$ cat config.mk
export PLATFORM = sky130hd
export DESIGN_NAME = cook_timer_ctrl
export DESIGN_NICKNAME = d
export VERILOG_FILES = /design/src/rtl/cook_timer_ctrl_pkg.sv /design/src/rtl/cook_timer_ctrl_tick_gen.sv /design/src/rtl/cook_timer_ctrl.sv
export SDC_FILE = /design/constraint.sdc
export NUM_CORES = 1
export LEC_CHECK = 0
export ABC_AREA = 1
export BUFFER_PORTS_ARGS = -buffer_cell sky130_fd_sc_hd__buf_2
export CORE_ASPECT_RATIO = 0.9
export CORE_MARGIN = 2
export CORE_UTILIZATION = 40
export DETAILED_ROUTE_END_ITERATION = 8
export PLACE_DENSITY_LB_ADDON = 0.15
export SETUP_SLACK_MARGIN = 0.3
export SLEW_MARGIN = 20
export SYNTH_ARGS = -nofsm -noshare
export SYNTH_HDL_FRONTEND = slang
export SYNTH_SLANG_ARGS = --single-unit
$ cat constraint.sdc
create_clock -name clock -period 3.9 [get_ports clock]
set_clock_uncertainty 0.05 [all_clocks]
set_input_delay 0.39 -clock clock [delete_from_list [all_inputs] [get_ports clock]]
set_output_delay 0.39 -clock clock [all_outputs]
set_load 0.005 [all_outputs]
$ cat src/rtl/cook_timer_ctrl_pkg.sv
// cook_timer_ctrl_pkg: state encoding, time constants and saturating +30 s helper
package cook_timer_ctrl_pkg;
  typedef enum logic [1:0] {ST_IDLE = 2'd0, ST_RUN = 2'd1, ST_PAUSED = 2'd2, ST_FINISHED = 2'd3} state_t;
  typedef struct packed {
    logic [6:0] m;
    logic [6:0] s;
  } mmss_t;
  localparam logic [6:0] SEC_MAX = 7'd59;
  localparam logic [6:0] ADD_SECS = 7'd30;
  localparam logic [6:0] QUICK_START_SECS = 7'd30;
  function automatic mmss_t add_secs(input mmss_t t, input logic [6:0] max_min);
    logic [7:0] s;
    logic [7:0] m;
    s = {1'b0, t.s} + {1'b0, ADD_SECS};
    m = {1'b0, t.m};
    if (s > {1'b0, SEC_MAX}) begin
      s = s - 8'd60;
      m = m + 8'd1;
    end
    add_secs = (m > {1'b0, max_min}) ? {max_min, SEC_MAX} : {m[6:0], s[6:0]};
  endfunction
endpackage

$ cat src/rtl/cook_timer_ctrl_tick_gen.sv
// tick_gen: prescaler pulsing tick for one cycle every TICK_COUNT enabled cycles
module tick_gen #(
  parameter int TICK_COUNT = 100_000_000
) (
  input  logic clock,
  input  logic reset,
  input  logic en,
  input  logic clr,
  output logic tick
);
  localparam int W = $clog2(TICK_COUNT);
  logic [W-1:0] cnt_q, cnt_d;
  always_comb begin
    tick = en && (cnt_q == W'(TICK_COUNT - 1));
    cnt_d = (clr || tick) ? '0 : en ? cnt_q + W'(1) : cnt_q;
  end
  always_ff @(posedge clock or posedge reset)
    if (reset) cnt_q <= '0;
    else cnt_q <= cnt_d;
endmodule

$ cat src/rtl/cook_timer_ctrl.sv
// cook_timer_ctrl: microwave countdown with door interlock, +30 s, heater duty cycling and end beep
module cook_timer_ctrl
  import cook_timer_ctrl_pkg::*;
#(
  parameter int TICK_COUNT = 100_000_000,
  parameter int MAX_MIN = 99,
  parameter int POWER_LEVELS = 10,
  parameter int BEEP_TICKS = 3
) (
  input  logic       clock,
  input  logic       reset,
  input  logic       start,
  input  logic       stop,
  input  logic       pause,
  input  logic       add30,
  input  logic       door_open,
  input  logic [3:0] power,
  input  logic [6:0] min,
  input  logic [6:0] sec,
  output logic [6:0] min_left,
  output logic [6:0] sec_left,
  output logic [1:0] state,
  output logic       busy,
  output logic       done,
  output logic       heater,
  output logic       beep
);
  localparam int BW = $clog2(BEEP_TICKS + 1);
  state_t state_q, state_d;
  mmss_t time_q, time_d, preset, stepped;
  logic [3:0] btn_q, btn_d, power_q, power_d, slot_q, slot_d;
  logic [BW-1:0] beep_q, beep_d;
  logic done_q, done_d, start_e, stop_e, pause_e, add30_e, tick, tick_en, tick_clr;
  tick_gen #(.TICK_COUNT(TICK_COUNT)) u_tick (
    .clock(clock),
    .reset(reset),
    .en(tick_en),
    .clr(tick_clr),
    .tick(tick)
  );
  always_comb begin
    btn_d = {start, stop, pause, add30};
    {start_e, stop_e, pause_e, add30_e} = btn_d & ~btn_q;
    preset = {min > 7'(MAX_MIN) ? 7'(MAX_MIN) : min, sec > SEC_MAX ? SEC_MAX : sec};
    power_d = power > 4'(POWER_LEVELS) ? 4'(POWER_LEVELS) : power;
    stepped = !tick ? time_q : (time_q.s != '0) ? {time_q.m, time_q.s - 7'd1} : {time_q.m - 7'd1, SEC_MAX};
    state_d = state_q;
    time_d = time_q;
    beep_d = beep_q;
    case (state_q)
      ST_IDLE:
        if (start_e && !door_open) begin
          state_d = ST_RUN;
          time_d = (preset == '0) ? mmss_t'({7'd0, QUICK_START_SECS}) : preset;
        end
      ST_RUN:
        if (stop_e) state_d = ST_IDLE;
        else if (door_open || pause_e) state_d = ST_PAUSED;
        else begin
          time_d = add30_e ? add_secs(stepped, 7'(MAX_MIN)) : stepped;
          if (time_d == '0) state_d = ST_FINISHED;
        end
      ST_PAUSED:
        if (stop_e) state_d = ST_IDLE;
        else begin
          if (add30_e) time_d = add_secs(time_q, 7'(MAX_MIN));
          if ((start_e || pause_e) && !door_open) state_d = ST_RUN;
        end
      ST_FINISHED:
        if (stop_e) state_d = ST_IDLE;
        else if (tick) begin
          beep_d = beep_q + BW'(1);
          if (beep_q == BW'(BEEP_TICKS - 1)) state_d = ST_IDLE;
        end
    endcase
    // idle always mirrors the clamped preset, including the first cycle after stop/beep
    if (state_d == ST_IDLE) time_d = preset;
    done_d = (state_q == ST_RUN) && (state_d == ST_FINISHED);
    if (done_d) beep_d = '0;
    tick_en = (state_q == ST_RUN) || (state_q == ST_FINISHED);
    tick_clr = (state_q == ST_IDLE) || done_d;
    slot_d = (state_q == ST_IDLE) ? '0 : (state_q == ST_RUN && tick) ? ((slot_q == 4'(POWER_LEVELS - 1)) ? '0 : slot_q + 4'd1) : slot_q;
  end
  always_ff @(posedge clock or posedge reset)
    if (reset) begin
      state_q <= ST_IDLE;
      time_q <= '0;
      btn_q <= '0;
      power_q <= '0;
      slot_q <= '0;
      beep_q <= '0;
      done_q <= 1'b0;
    end else begin
      state_q <= state_d;
      time_q <= time_d;
      btn_q <= btn_d;
      power_q <= power_d;
      slot_q <= slot_d;
      beep_q <= beep_d;
      done_q <= done_d;
    end
  assign state = state_q;
  assign min_left = time_q.m;
  assign sec_left = time_q.s;
  assign busy = (state_q == ST_RUN) || (state_q == ST_PAUSED);
  assign done = done_q;
  assign heater = (state_q == ST_RUN) && !door_open && (slot_q < power_q);
  assign beep = state_q == ST_FINISHED;
endmodule

==> flow_summary.ini, run 1 <==
[grt]
grt_antenna_before_repair = 0
grt_pass1_vias = 5755
grt_max_degree = 36
grtUsageTotal_pct = 23.71
grt_overflow = 0
grt_pass1_wl_mm = 27.57

[yosys]
synth-async-reset-ratio_pct = 100.0
syn_inst = 807
synth_area_sq_um = 5336
avgSynthCellArea_sq_um = 6.613
synth_edf_count = 0
yosys_warnings = 0
ys_seq_area_share_pct = 27.20
synthFlopType = dfrtp_1
yosysUniqueCellTypes = 48
syn_nets = 856
synth_seq_cells = 58

[route]
drc = 0
drt-total-wl_mm = 16.59
drt_iter0_drc = 456
drt-pass1-iter-count = 5
ant_nets = 0
wl_per_cell_microns = 14.15
dr_total_vias = 5954
vias_per_cell = 5.076

[clock_network]
clkTransAtPathRegs_ps = 50
cts_tree = built
cts_root_buf = clkbuf_16
htreeDepth = 3
cts_buffers = 9
cts_buffer_depth = 2
ctsHoldBuffers = 0
cts_sinks = 58
clock_latency_ps = 340

[worst_setup_path]
critPathMaxFanout = 7
crit_buf_inv = 8
cp.required_ps = 4070
arrival_ps = 4570
path_delay_family = simple AND/OR/NAND/NOR gates
cpPeakStageDelay_ps = 410
r2r-start = state[1]$_DFF_PP0_
reg2reg_slack_ps = -500
crit_slowest_cell = dfrtp_1
r2r-end = u_tick.cnt_q[13]$_DFFE_PP0P_
worst-setup-path-type = reg2reg
critPathLaunchType = flop
cp_common_cell = nand2_4
end_kind = flop
r2r_cells = 38

[power]
finalPower_mw = 6.020
p_leak_nw = 3.713
ir_drop_mv = 0.4247
p_per_area_nw_per_um2 = 798.5

[floorplan]
initial_core_util_pct = 40.39
die_w_microns = 125.8
die_h_microns = 113.6
die-area_sq_um = 14280
io_pins = 45
core_area_sq_um = 13210
rows = 40

[sta]
rsz0062_at_grt = true
period_needed_ps = 4400
setup_ws_ps = -500.1
slew_violations = 0
timing.fmax_mhz = 227.3
finalSetupViolCount = 45
maxSlewHeadroom_pct = 63.48
setup_tns_ps = -19630
hold_viol = 0
fin_crit_sh_pct = 112.8
worst_pin_slew_ps = 542.1
whs_ps = 18.85

[layout]
fill_cells = 1242
drive_above_1_share_pct = 33.43
area_growth_syn_to_layout_pct = 41.29
post-route-util_pct = 57.06
fin_nets = 1050
diodes = 0

[run]
max_cap_viol_count = 0

[run_status]
violations = setup timing
status = finished with violations

[hold_path]
hp-class = in2async

[place]
dp_slack_ps = -477.1
portBuffers = 44
gp_congestion = 0.9369
hpwl_mm = 12.45
-- state kept, by name, summed over array words and instances, names as in the netlist --
register      cells
u_tick.cnt_q     27
min_left          7
sec_left          7
btn_q             4
power_q           4
slot_q            4
beep_q            2
state             2
done              1
-- layout make-up --
cell class | count | area (sq um) | share of cell area (%)
clock inverters | 3 | 40.04 | 0.5310
clock buffers | 12 | 246.5 | 3.269
multi-input cells | 624 | 3642 | 48.31
flip-flops and latches | 58 | 1451 | 19.25
repair buffers | 203 | 1550 | 20.56
well taps | 168 | 210.2 | 2.788
inverters | 105 | 399.1 | 5.294
-- cell usage after synthesis, types with 2 or more instances --
cell type | count | share of area, %
o211ai_1 | 6 | 0.84
buf_2 | 6 | 0.56
nand3b_1 | 4 | 0.56
a21boi_0 | 2 | 0.28
dfrtp_1 | 58 | 27
inv_1 | 99 | 7.0
nor2_4 | 5 | 1.1
xor2_1 | 34 | 5.6
nor3_1 | 8 | 0.75
o21ai_1 | 4 | 0.38
nand2_1 | 211 | 15
nand2_2 | 15 | 1.8
a41oi_1 | 2 | 0.33
o22ai_1 | 3 | 0.35
nand4_1 | 19 | 2.2
nand3_1 | 49 | 4.6
nand2_4 | 4 | 0.84
nand3_2 | 4 | 0.75
xnor2_1 | 7 | 1.1
nor2_2 | 23 | 2.7
clkbuf_1 | 9 | 0.63
a21oi_1 | 14 | 1.3
inv_2 | 4 | 0.28
buf_6 | 5 | 1.1
nor4_1 | 3 | 0.35
or2_2 | 2 | 0.23
a32oi_1 | 4 | 0.66
a221oi_1 | 2 | 0.33
o21ai_2 | 3 | 0.49
a22oi_1 | 2 | 0.28
a31oi_1 | 2 | 0.23
o21ai_0 | 46 | 4.3
ha_1 | 24 | 5.6
nor2_1 | 110 | 7.7
-- worst max-delay path by stage --
| stage | start | depth (start not counted) | endpoint |
|---|---|---|---|
| 2_1_floorplan | state[1]$_DFF_PP0_ | 35 | u_tick.cnt_q[7]$_DFFE_PP0P_ |
| 3_3_place_gp | state[1]$_DFF_PP0_ | 36 | u_tick.cnt_q[16]$_DFFE_PP0P_ |
| 3_5_place_dp | state[1]$_DFF_PP0_ | 36 | u_tick.cnt_q[13]$_DFFE_PP0P_ |
| 4_1_cts | state[1]$_DFF_PP0_ | 38 | u_tick.cnt_q[7]$_DFFE_PP0P_ |
| 5_1_grt | sec_left[1]$_DFFE_PP0P_ | 33 | u_tick.cnt_q[11]$_DFFE_PP0P_ |
| 6_report | state[1]$_DFF_PP0_ | 38 | u_tick.cnt_q[13]$_DFFE_PP0P_ |
-- power breakdown --
part,switching [mW],internal (mW),leakage [nW]
Sequential,0.133,0.720,0.756
Combinational,2.44,1.94,2.81
Clock,0.282,0.506,0.142
Total,2.85,3.17,3.71
-- cell usage in the layout (no fill, tap or decap), drive strengths merged, types with 2 or more instances in the layout --
cell	instances
a21boi	2
a21oi	15
a221oi	2
a22oi	2
a31oi	2
a32oi	4
a41oi	2
buf	203
clkbuf	12
clkinv	4
dfrtp	58
ha	24
inv	103
nand2	231
nand3	53
nand3b	4
nand4	21
nor2	138
nor3	8
nor4	3
o211ai	6
o21ai	54
o22ai	3
or2	2
xnor2	7
xor2	34
-- layer usage --
metal | vias up | global-route usage (%) | routed length [microns]
met3 | 36 | 3.799 | 767
met4 | 0 | 7.985 | 411
met1 | 2756 | 32.09 | 7800
li1 | 2979 | - | -
met5 | - | 0 | 0
met2 | 183 | 38.95 | 7613
-- per-stage QoR --
step,cells,area [sq um]
floorplan,807,5403
global placement,1137,6778
detailed placement,1137,6778
CTS,1169,7362
global route,1173,7540
finish,1173,7540
-- cells by family after synthesis --
logic type | synth area share (%)
simple gates | 39.34
buf+inv | 9.871
compound gates | 11.04
flops | 27.20
xor+xnor | 6.729
fa+ha+maj | 5.627
mux | 0.1876
-- repair_timing --
item | in CTS | in global routing
setup endpoints to repair | 46 | 46
gates cloned | 3 | 1
buffers inserted | 14 | 3
gates resized for setup | 31 | 42
pin swaps | 17 | 23
No activity file was read; power rests on OpenSTA's default activity.
==> run 2: changes to the inputs <==
==> constraint.sdc (replaced) <==
create_clock -name clock -period 5.4 [get_ports clock]
set_clock_uncertainty 0.05 [all_clocks]
set_input_delay 0.54 -clock clock [delete_from_list [all_inputs] [get_ports clock]]
set_output_delay 0.54 -clock clock [all_outputs]
set_load 0.005 [all_outputs]
==> flow_summary.ini, run 2 (same netlist as run 1, synthesis figures left out) <==
[worst_setup_path]
worst-setup-path-type = reg2reg
cp_common_cell = nand2_2
arrival_ps = 5000
crit_slowest_cell = dfrtp_2
end_kind = flop
critPathMaxFanout = 8
cpPeakStageDelay_ps = 440
critPathLaunchType = flop
cp.required_ps = 5560

[run]
max_cap_viol_count = 0

[floorplan]
die-area_sq_um = 14280
rows = 40
core_area_sq_um = 13210
die_w_microns = 125.8
die_h_microns = 113.6
initial_core_util_pct = 40.39
io_pins = 45

[sta]
maxSlewHeadroom_pct = 41.27
period_needed_ps = 4835
setup_ws_ps = 565.1
timing.fmax_mhz = 206.8
slew_violations = 0
fin_crit_sh_pct = 89.53
rsz0062_at_grt = false
hold_viol = 0
setup_tns_ps = 0
worst_pin_slew_ps = 871.8
finalSetupViolCount = 0

[hold_path]
hp-class = in2reg

[layout]
largest_register_ffs = 27
final_cells = 1035
drive_above_1_share_pct = 17.99
layout_commonest_cell = nand2_1
multi_input_area_sq_um = 3441
area_growth_syn_to_layout_pct = 17.07
regMostFlops = u_tick.cnt_q
final_cell_mix = 208 x nand2_1, 109 x nor2_1, 97 x inv_1, 57 x dfrtp_1, 49 x nand3_1
fin_nets = 912
seq_area_sq_um = 1453
fill_cells = 1389
diodes = 0

[place]
portBuffers = 44
gp_congestion = 0.9265
dp_slack_ps = 274.9
hpwl_mm = 11.21
dp.cells = 1006

[grt]
grt_overflow = 0
grt_pass1_vias = 4951
grt_pass1_wl_mm = 24.29
grt_max_degree = 59
grtUsageTotal_pct = 20.72
grt_antenna_before_repair = 0

[route]
dr_total_vias = 5298
drt_iter0_drc = 428
drt-total-wl_mm = 14.85
vias_per_cell = 5.119
drc = 0
drt-pass1-iter-count = 5
ant_nets = 0
wl_per_cell_microns = 14.35

[clock_network]
cts_sinks = 58
ctsHoldBuffers = 0
cts_buffer_depth = 2
cts_root_buf = clkbuf_16
clkTransAtPathRegs_ps = 50
cts_buffers = 9
cts_tree = built
clock_latency_ps = 330
htreeDepth = 3

[power]
p_leak_nw = 2.968
ir_drop_mv = 0.2919
p_per_area_nw_per_um2 = 560.4

[run_status]
status = complete, no violations
## run 2: cell types whose count changed in the layout (fill, tap and decap cells not counted), sizes merged
cell    delta
clkbuf     +2
buf      -140
## run 2: timing repair
action,in CTS,in global routing
pin swaps,0,8
gates cloned,0,4
resized for setup,2,26
setup buffers,0,10
setup endpoints to repair,31,44
## run 2: worst max-delay path: cells and delay by family, from the launching register on
family,cells,cell delay (ps)
AND/OR/NAND/NOR,21,2310
buffers and inverters,7,790
AO/OA/AOI/OAI,3,640
adder cells (fa/ha/maj),3,470
flip-flops,1,440
## run 2: worst paths after layout
path	startpoint	cells past startpoint	to	slack, ps
min in group asynchronous	reset	3	u_tick.cnt_q[12]$_DFFE_PP0P_	390
worst max register to register	state[1]$_DFF_PP0_	34	u_tick.cnt_q[5]$_DFFE_PP0P_	570
max in group asynchronous	reset	3	state[1]$_DFF_PP0_	4380
worst min-delay path	add30	1	btn_q[0]$_DFF_PP0_	280
worst max-delay path	state[1]$_DFF_PP0_	34	u_tick.cnt_q[5]$_DFFE_PP0P_	570
worst min register to register	beep_q[1]$_DFFE_PP0P_	2	beep_q[1]$_DFFE_PP0P_	480
## run 2: cell type report
type	count	share of cell area [%]
clock buffer	12	3.946
clock inverter	3	0.6409
inverter	105	6.389
multi-input combinational	624	55.08
sequential	58	23.25
tap	168	3.365
timing repair buffer	65	7.330
## run 2: per-layer routing
metal,wire [microns],GRT usage [%]
met1,7430,29.89
met2,6659,32.50
met3,628,4.315
met4,133,3.883
met5,0,0
## run 2: report_power, final
part	internal, mW	switching, mW	total [mW]
Sequential	0.521	0.131	0.652
Clock	0.365	0.191	0.556
Combinational	0.829	1.46	2.29
## run 2: metrics by stage
step	area, sq um	hold slack (ps)	utilization, %	total power, mW
after floorplan	5336	449.2	-	2.181
after global placement	5699	464.9	43.13	2.657
after detailed placement	5699	477.6	43.13	2.672
after CTS	5992	270.2	45.35	3.258
after global routing	6247	278.8	47.28	3.824
final	6247	281.7	47.28	3.501
